<file path="config.mk">
export PLATFORM = sky130hd
export DESIGN_NAME = tc_pl_cap_gain_dac_multi_set_flat
export DESIGN_NICKNAME = d
export VERILOG_FILES = /design/src/rtl/tc_pl_cap_gain_dac_multi_set_if.sv /design/src/rtl/tc_pl_cap_gain_dac_multi_set.sv /design/src/flat_wrapper.sv
export SDC_FILE = /design/constraint.sdc
export NUM_CORES = 1
export LEC_CHECK = 0
export ABC_AREA = 1
export CAP_MARGIN = 20
export CORE_ASPECT_RATIO = 2
export CORE_MARGIN = 8
export CORE_UTILIZATION = 45
export CTS_BUF_LIST = sky130_fd_sc_hd__clkbuf_2
export DETAILED_ROUTE_END_ITERATION = 8
export GPL_TIMING_DRIVEN = 0
export PLACE_DENSITY = 0.71
export SLEW_MARGIN = 20
export SYNTH_ARGS = -nofsm -noshare
export SYNTH_HDL_FRONTEND = slang
export SYNTH_SLANG_ARGS = --single-unit
</file>
<file path="constraint.sdc">
create_clock -name clk -period 3.3 [get_ports clk]
set_input_delay 0.33 -clock clk [delete_from_list [all_inputs] [get_ports clk]]
set_output_delay 0.33 -clock clk [all_outputs]
set_load 0.05 [all_outputs]
</file>
<file path="src/rtl/tc_pl_cap_gain_dac_multi_set_if.sv">
// rtl/tc_pl_cap_gain_dac_multi_set_if.sv - word stream between DAC sequencer and SPI master
interface tc_pl_cap_gain_dac_multi_set_if #(
    parameter int SPI_W = 8
);
    logic             stx_idle;
    logic             stx_dreq;
    logic             stx_valid;
    logic [SPI_W-1:0] stx_data;

    // sequencer side: offers words, observes SPI master readiness
    modport master (
        input  stx_idle,
        input  stx_dreq,
        output stx_valid,
        output stx_data
    );

    // SPI master side
    modport slave (
        output stx_idle,
        output stx_dreq,
        input  stx_valid,
        input  stx_data
    );
endinterface

</file>
<file path="src/rtl/tc_pl_cap_gain_dac_multi_set.sv">
// rtl/tc_pl_cap_gain_dac_multi_set.sv - multi-channel DAC word sequencer (optional load strobe: TC_DAC_LDAC_EN)
module tc_pl_cap_gain_dac_multi_set #(
    parameter int CH_NUM = 4,
    parameter int BYTES  = 3,
    parameter int SPI_W  = 8,
    parameter int LDAC_W = 4
) (
    input  logic                          clk,
    input  logic                          rst,
    input  logic [CH_NUM*BYTES*SPI_W-1:0] dac_value,
    input  logic [CH_NUM-1:0]             ch_mask,
    input  logic                          msb_first,
    input  logic                          dac_en,
    output logic                          dac_cmpt,
    output logic                          busy,
    output logic [CH_NUM-1:0]             ch_sel,
    output logic                          ch_done,
`ifdef TC_DAC_LDAC_EN
    output logic                          ldac_n,
`endif
    tc_pl_cap_gain_dac_multi_set_if.master stx
);

    localparam int CW = $clog2(BYTES + 1);
    localparam int PW = $clog2(CH_NUM + 1);
    localparam int IW = (CH_NUM > 1) ? $clog2(CH_NUM) : 1;
    localparam int VW = (CH_NUM * BYTES * SPI_W > 1) ? $clog2(CH_NUM * BYTES * SPI_W) : 1;

    localparam logic [2:0] S_IDLE = 3'd0;
    localparam logic [2:0] S_LOAD = 3'd1;
    localparam logic [2:0] S_TXD  = 3'd2;
    localparam logic [2:0] S_WAIT = 3'd3;
`ifdef TC_DAC_LDAC_EN
    localparam logic [2:0] S_LDAC = 3'd4;
`endif
    localparam logic [2:0] S_CMPT = 3'd5;

    logic [2:0]                    state_q, state_d;
    logic [CH_NUM*BYTES*SPI_W-1:0] val_q, val_d;
    logic [CH_NUM-1:0]             mask_q, mask_d;
    logic                          msb_q, msb_d;
    logic [PW-1:0]                 ptr_q, ptr_d;
    logic [IW-1:0]                 cur_q, cur_d;
    logic [CW-1:0]                 wcnt_q, wcnt_d;
    logic                          armed_q, armed_d;
    logic [CH_NUM-1:0]             sel_q, sel_d;
    logic                          valid_q, valid_d;
    logic [SPI_W-1:0]              data_q, data_d;
    logic                          done_q, done_d;
    logic                          cmpt_q, cmpt_d;
`ifdef TC_DAC_LDAC_EN
    logic [3:0]                    lcnt_q, lcnt_d;
    logic                          ldac_q, ldac_d;
`endif

    logic                          ld_found;
    logic [IW-1:0]                 ld_idx;
    logic [CH_NUM-1:0]             ld_sel;
    logic                          nx_found;

    // k-th word sent for channel ch, honouring the latched send order
    function automatic logic [SPI_W-1:0] word_at(input logic [IW-1:0] ch, input logic [CW-1:0] k);
        int w;
        w = msb_q ? (BYTES - 1 - int'(k)) : int'(k);
        return val_q[VW'((int'(ch) * BYTES + w) * SPI_W) +: SPI_W];
    endfunction

    // lowest enabled channel at/above the pointer, and whether any remain past the current one
    always_comb begin
        ld_found = 1'b0;
        ld_idx   = '0;
        nx_found = 1'b0;
        for (int c = CH_NUM - 1; c >= 0; c--) begin
            if (mask_q[c] && (PW'(c) >= ptr_q)) begin
                ld_found = 1'b1;
                ld_idx   = IW'(c);
            end
            if (mask_q[c] && (IW'(c) > cur_q)) begin
                nx_found = 1'b1;
            end
        end
        for (int c = 0; c < CH_NUM; c++) begin
            ld_sel[c] = (IW'(c) == ld_idx);
        end
    end

    // sequencer next-state: latch, per-channel word streaming, completion
    always_comb begin
        state_d = state_q;
        val_d   = val_q;
        mask_d  = mask_q;
        msb_d   = msb_q;
        ptr_d   = ptr_q;
        cur_d   = cur_q;
        wcnt_d  = wcnt_q;
        armed_d = armed_q;
        sel_d   = sel_q;
        valid_d = valid_q;
        data_d  = data_q;
        done_d  = 1'b0;
        cmpt_d  = cmpt_q;
`ifdef TC_DAC_LDAC_EN
        lcnt_d  = lcnt_q;
        ldac_d  = ldac_q;
`endif
        if (!dac_en) begin
            // abort/clear; a word the SPI master already took is left alone
            state_d = S_IDLE;
            ptr_d   = '0;
            wcnt_d  = '0;
            armed_d = 1'b0;
            sel_d   = '0;
            valid_d = 1'b0;
            cmpt_d  = 1'b0;
`ifdef TC_DAC_LDAC_EN
            lcnt_d  = '0;
            ldac_d  = 1'b1;
`endif
        end else begin
            case (state_q)
                S_IDLE: begin
                    val_d  = dac_value;
                    mask_d = ch_mask;
                    msb_d  = msb_first;
                    ptr_d  = '0;
                    wcnt_d = '0;
                    if (ch_mask == '0) begin
                        state_d = S_CMPT;
                        cmpt_d  = 1'b1;
                    end else begin
                        state_d = S_LOAD;
                    end
                end
                S_LOAD: begin
                    if (ld_found) begin
                        cur_d   = ld_idx;
                        sel_d   = ld_sel;
                        data_d  = word_at(ld_idx, '0);
                        valid_d = 1'b1;
                        wcnt_d  = '0;
                        state_d = S_TXD;
                    end else begin
                        state_d = S_CMPT;
                        cmpt_d  = 1'b1;
                    end
                end
                S_TXD: begin
                    if (valid_q && stx.stx_dreq) begin
                        wcnt_d = wcnt_q + 1'b1;
                        if (wcnt_q == CW'(BYTES - 1)) begin
                            valid_d = 1'b0;
                            armed_d = 1'b0;
                            state_d = S_WAIT;
                        end else begin
                            data_d = word_at(cur_q, wcnt_q + 1'b1);
                        end
                    end
                end
                S_WAIT: begin
                    // first cycle lets the SPI master drop idle for the last word
                    if (!armed_q) begin
                        armed_d = 1'b1;
                    end else if (stx.stx_idle) begin
                        armed_d = 1'b0;
                        done_d  = 1'b1;
                        sel_d   = '0;
                        ptr_d   = PW'(cur_q) + PW'(1);
                        if (nx_found) begin
                            state_d = S_LOAD;
                        end else begin
`ifdef TC_DAC_LDAC_EN
                            state_d = S_LDAC;
                            ldac_d  = 1'b0;
                            lcnt_d  = 4'd1;
`else
                            state_d = S_CMPT;
                            cmpt_d  = 1'b1;
`endif
                        end
                    end
                end
`ifdef TC_DAC_LDAC_EN
                S_LDAC: begin
                    if (lcnt_q == 4'(LDAC_W)) begin
                        ldac_d  = 1'b1;
                        state_d = S_CMPT;
                        cmpt_d  = 1'b1;
                    end else begin
                        lcnt_d = lcnt_q + 4'd1;
                    end
                end
`endif
                S_CMPT: begin
                    cmpt_d  = 1'b1;
                    valid_d = 1'b0;
                end
                default: state_d = S_IDLE;
            endcase
        end
    end

    // state registers with synchronous active-low reset
    always_ff @(posedge clk) begin
        if (!rst) begin
            state_q <= S_IDLE;
            val_q   <= '0;
            mask_q  <= '0;
            msb_q   <= 1'b0;
            ptr_q   <= '0;
            cur_q   <= '0;
            wcnt_q  <= '0;
            armed_q <= 1'b0;
            sel_q   <= '0;
            valid_q <= 1'b0;
            data_q  <= '0;
            done_q  <= 1'b0;
            cmpt_q  <= 1'b0;
`ifdef TC_DAC_LDAC_EN
            lcnt_q  <= '0;
            ldac_q  <= 1'b1;
`endif
        end else begin
            state_q <= state_d;
            val_q   <= val_d;
            mask_q  <= mask_d;
            msb_q   <= msb_d;
            ptr_q   <= ptr_d;
            cur_q   <= cur_d;
            wcnt_q  <= wcnt_d;
            armed_q <= armed_d;
            sel_q   <= sel_d;
            valid_q <= valid_d;
            data_q  <= data_d;
            done_q  <= done_d;
            cmpt_q  <= cmpt_d;
`ifdef TC_DAC_LDAC_EN
            lcnt_q  <= lcnt_d;
            ldac_q  <= ldac_d;
`endif
        end
    end

    assign busy          = (state_q != S_IDLE) && (state_q != S_CMPT);
    assign dac_cmpt      = cmpt_q;
    assign ch_sel        = sel_q;
    assign ch_done       = done_q;
    assign stx.stx_valid = valid_q;
    assign stx.stx_data  = data_q;
`ifdef TC_DAC_LDAC_EN
    assign ldac_n        = ldac_q;
`endif

endmodule

</file>
<file path="src/flat_wrapper.sv">
// flat-port wrapper written by rule: the top's interface ports become plain ports
module tc_pl_cap_gain_dac_multi_set_flat 
#(
    parameter int CH_NUM = 4,
    parameter int BYTES  = 3,
    parameter int SPI_W  = 8,
    parameter int LDAC_W = 4
)
  (clk, rst, dac_value, ch_mask, msb_first, dac_en, dac_cmpt, busy, ch_sel, ch_done, stx_stx_idle, stx_stx_dreq, stx_stx_valid, stx_stx_data);
  tc_pl_cap_gain_dac_multi_set_if #(.SPI_W(SPI_W)) stx_i ();
  input  logic clk;
  input  logic rst;
  input  logic [CH_NUM*BYTES*SPI_W-1:0] dac_value;
  input  logic [CH_NUM-1:0] ch_mask;
  input  logic msb_first;
  input  logic dac_en;
  output logic dac_cmpt;
  output logic busy;
  output logic [CH_NUM-1:0] ch_sel;
  output logic ch_done;
  input wire logic [$bits(stx_i.stx_idle)-1:0] stx_stx_idle;
  input wire logic [$bits(stx_i.stx_dreq)-1:0] stx_stx_dreq;
  output wire logic [$bits(stx_i.stx_valid)-1:0] stx_stx_valid;
  output wire logic [$bits(stx_i.stx_data)-1:0] stx_stx_data;
  assign stx_i.stx_idle = stx_stx_idle;
  assign stx_i.stx_dreq = stx_stx_dreq;
  assign stx_stx_valid = stx_i.stx_valid;
  assign stx_stx_data = stx_i.stx_data;
  tc_pl_cap_gain_dac_multi_set #(.CH_NUM(CH_NUM), .BYTES(BYTES), .SPI_W(SPI_W), .LDAC_W(LDAC_W)) u_core (.clk(clk), .rst(rst), .dac_value(dac_value), .ch_mask(ch_mask), .msb_first(msb_first), .dac_en(dac_en), .dac_cmpt(dac_cmpt), .busy(busy), .ch_sel(ch_sel), .ch_done(ch_done), .stx(stx_i));
endmodule
</file>
==> flow_summary.ini <==
[grt]
antenna_found_initial = 1
grtUsageTotal = 0.1958
gr-total-overflow = 0
grt_pass1_vias = 4534
grt_pass1_wl_mm = 21.00
grt_start_max_net_pins = 17

[setup_path]
rr_endpoint = u_core.stx.stx_data[7]
critPathSlowestCell = fa_1
crit_fanout = 8
rrSetupSlack_ns = 0.30
slowest_delay_ns = 0.48
cp-end-kind = register
cpMostUsedCell = inv_1
cp-start-kind = register
worstSetupPathType = register to register
cp_cell_sequence = inv_1 > ha_1 > inv_1 > xor2_1 > inv_1 > fa_1 > ha_1 > inv_1 > fa_1 > xor2_1 > o21ai_1 > nor2_8 > nand3_1 > a21oi_1
endpoint = u_core.stx.stx_data[7]
r2r-start = u_core.wcnt_q[0]
cp-startpoint = u_core.wcnt_q[0]
r2r_cells = 14
worstPathRequired_ns = 3.77
arrival_ns = 3.47

[layout]
nets = 850
multiInputGateArea_mm2 = 0.002125
drive_gt1_frac = 0.07056
final_cells = 873
final_area_mm2 = 0.005771
regArea_mm2 = 0.001902
area_growth_pct = 26.49
utilization = 0.5759
n_fill_cell = 1049

[cts]
htreeDepth = 3
tritoncts = built
cts_hold_buf = 0
clock_latency_ns = 0.59
clock_sinks = 95
clk_path_buf_depth = 2
cts_buffers = 9
clkTransAtPathRegs_ns = 0.27
cts-root-buf = clkbuf_2

[pwr]
pwr-share-comb = 0.307
internal_power_mw = 1.830
swShare = 0.3490
power_density_mw_per_mm2 = 487.2
power_switching_uw = 981.3
p_total_mw = 2.812
clockPowerShare = 0.235
p_leak_nw = 2.359
power_frac_seq = 0.458
peakVddDrop_mv = 0.2977

[flow_run]
max_cap_violations = 0

[routing]
wl_met2_mm = 7.252
firstDrtPassIters = 5
ant_nets = 0
top_layer_used = met4
routed_wirelength_mm = 13.08
routed_via_density = 5.189
wl_per_cell_um = 14.98
vias = 4530
initialDrtViolationCount = 240
wl_met3_um = 565
drt-met1-wl_mm = 4.831
drc_errors = 0

[die]
die_h_um = 158.4
core_area_mm2 = 0.01002
ios = 122
initial_core_util = 0.4553
die_x_um = 87.20
dieArea_mm2 = 0.01381
row_count = 52

[synthesis]
syn_avg_cell_area_um2 = 7.218
synth_cells = 632
syn_nets = 750
seq_area_frac_synth = 0.4169
syn-cell-area_mm2 = 0.004562
synth_edf_count = 0
yosysWarnings = 0
ys_ff_latch = 95
async_flop_share = 0
synth_flop_cell = dfxtp_1
synth_cell_types = 34

[timing]
skew_ns = 0.03063
worst_pin_slew_ns = 0.5114
hold_violations = 0
fmax_ghz = 0.3329
rsz0062_at_grt = false
finalMaxSlewViolations = 0
setup_viol = 0
fin_crit_sh = 0.9102
period_needed_ns = 3.004
setup_tns_ns = 0
slew_headroom = 0.6580

[worst_hold_path]
min_path_type = input pin to register

[run_status]
status = complete, no violations

[placed_design]
placed_cells = 855
placed_area_mm2 = 0.005612
io_buffers = 88
hpwl_mm = 10.48
gp_congestion = 0.9283
-- metrics by stage --
step | hold slack, ns | setup slack [ns]
detailed placement | 0.4435 | 0.1097
global placement | 0.4373 | 0.1274
CTS | 0.1703 | 0.008946
global route | 0.1430 | 0.1008
finish | 0.1822 | 0.2962
floorplan | 0.4297 | 0.4912
-- area by class of cell --
cell class	instances	area share
diodes	1	0.0004337
plain buffers	36	0.02971
clock buffers	9	0.007806
clock inverters	7	0.01670
inverters	99	0.06440
multi-input cells	402	0.3682
flip-flops and latches	95	0.3296
well taps	135	0.02927
repair buffers	89	0.1539
-- sequential cells by signal, indices dropped and copies added, names as in the netlist --
| signal | count |
|---|---|
| u_core.ptr_q | 3 |
| u_core.state_q | 3 |
| u_core.val_q | 64 |
| u_core.ch_done | 1 |
| u_core.mask_q | 4 |
| u_core.stx.stx_valid | 1 |
| u_core.msb_q | 1 |
| u_core.armed_q | 1 |
| u_core.wcnt_q | 2 |
| u_core.ch_sel | 4 |
| u_core.dac_cmpt | 1 |
| u_core.stx.stx_data | 8 |
| u_core.cur_q | 2 |
-- synthesized netlist by cell type, types with 4 or more instances --
cell type | count | area share
inv_1 | 93 | 0.077
buf_2 | 11 | 0.012
a21oi_1 | 96 | 0.11
ha_1 | 10 | 0.027
nor2_1 | 20 | 0.016
dfxtp_1 | 95 | 0.42
clkbuf_1 | 22 | 0.018
inv_2 | 6 | 0.0049
nand2_2 | 4 | 0.0055
o21ai_0 | 74 | 0.081
nand2_1 | 73 | 0.060
nand3_1 | 101 | 0.11
-- routing by layer --
layer,GRT usage,vias to the layer above
met2,0.3761,121
li1,-,2283
met4,0.09917,0
met5,0,-
met3,0.03051,26
met1,0.1933,2100
-- critical path: cells and delay by family, from the launching register on --
kind                     cells  cell delay, ns
AO/OA/AOI/OAI                2            0.40
XOR/XNOR                     2            0.31
adder cells (fa/ha/maj)      4            1.29
buffers and inverters        4            0.29
flip-flops                   1            0.39
AND/OR/NAND/NOR              2            0.20
-- power by group through the flow --
stage,clock (mW),sequential [mW],combinational (mW)
after floorplan,0,1.34,0.532
after global placement,0,1.31,0.835
after detailed placement,0,1.31,0.851
after CTS,0.670,1.29,0.854
after global routing,0.719,1.30,0.964
final,0.661,1.29,0.864
-- cell usage in the layout (no fill, tap or decap), types with 2 or more instances in the layout --
master           instances
nand3_1                101
a21oi_1                 96
dfxtp_1                 95
inv_1                   93
clkdlybuf4s50_1         88
o21ai_0                 74
nand2_1                 73
clkbuf_1                22
nor2_1                  20
buf_2                   11
ha_1                    10
clkbuf_2                 9
inv_2                    6
nand2_2                  4
xor2_1                   2
nor2_2                   2
o21ai_4                  2
buf_4                    2
a211oi_1                 2
fa_1                     2
clkinvlp_4               2
bufinv_16                2
-- logic make-up after synthesis --
family,count (synthesis),share of synthesized area
AOI/OAI and AO/OA,180,0.2071
adders and majority gates,12,0.03620
and+or+nand+nor,208,0.2169
DFF,95,0.4169
buffers and inverters,135,0.1190
xor gates and xnor gates,2,0.003841
-- worst min-delay path by stage --
stage / startpoint / end / cells past startpoint
2_1_floorplan: u_core.val_q[41] / u_core.val_q[41] / 2
3_3_place_gp: u_core.dac_cmpt / u_core.dac_cmpt / 2
3_5_place_dp: u_core.dac_cmpt / u_core.dac_cmpt / 2
4_1_cts: dac_en / u_core.msb_q / 3
5_1_grt: dac_en / u_core.msb_q / 3
6_report: dac_en / u_core.msb_q / 3
-- what timing repair did --
action	in CTS	in global routing
resized for setup	0	1
setup buffers	0	1
setup endpoints to repair	0	8
(Power assumes the default switching activity.)
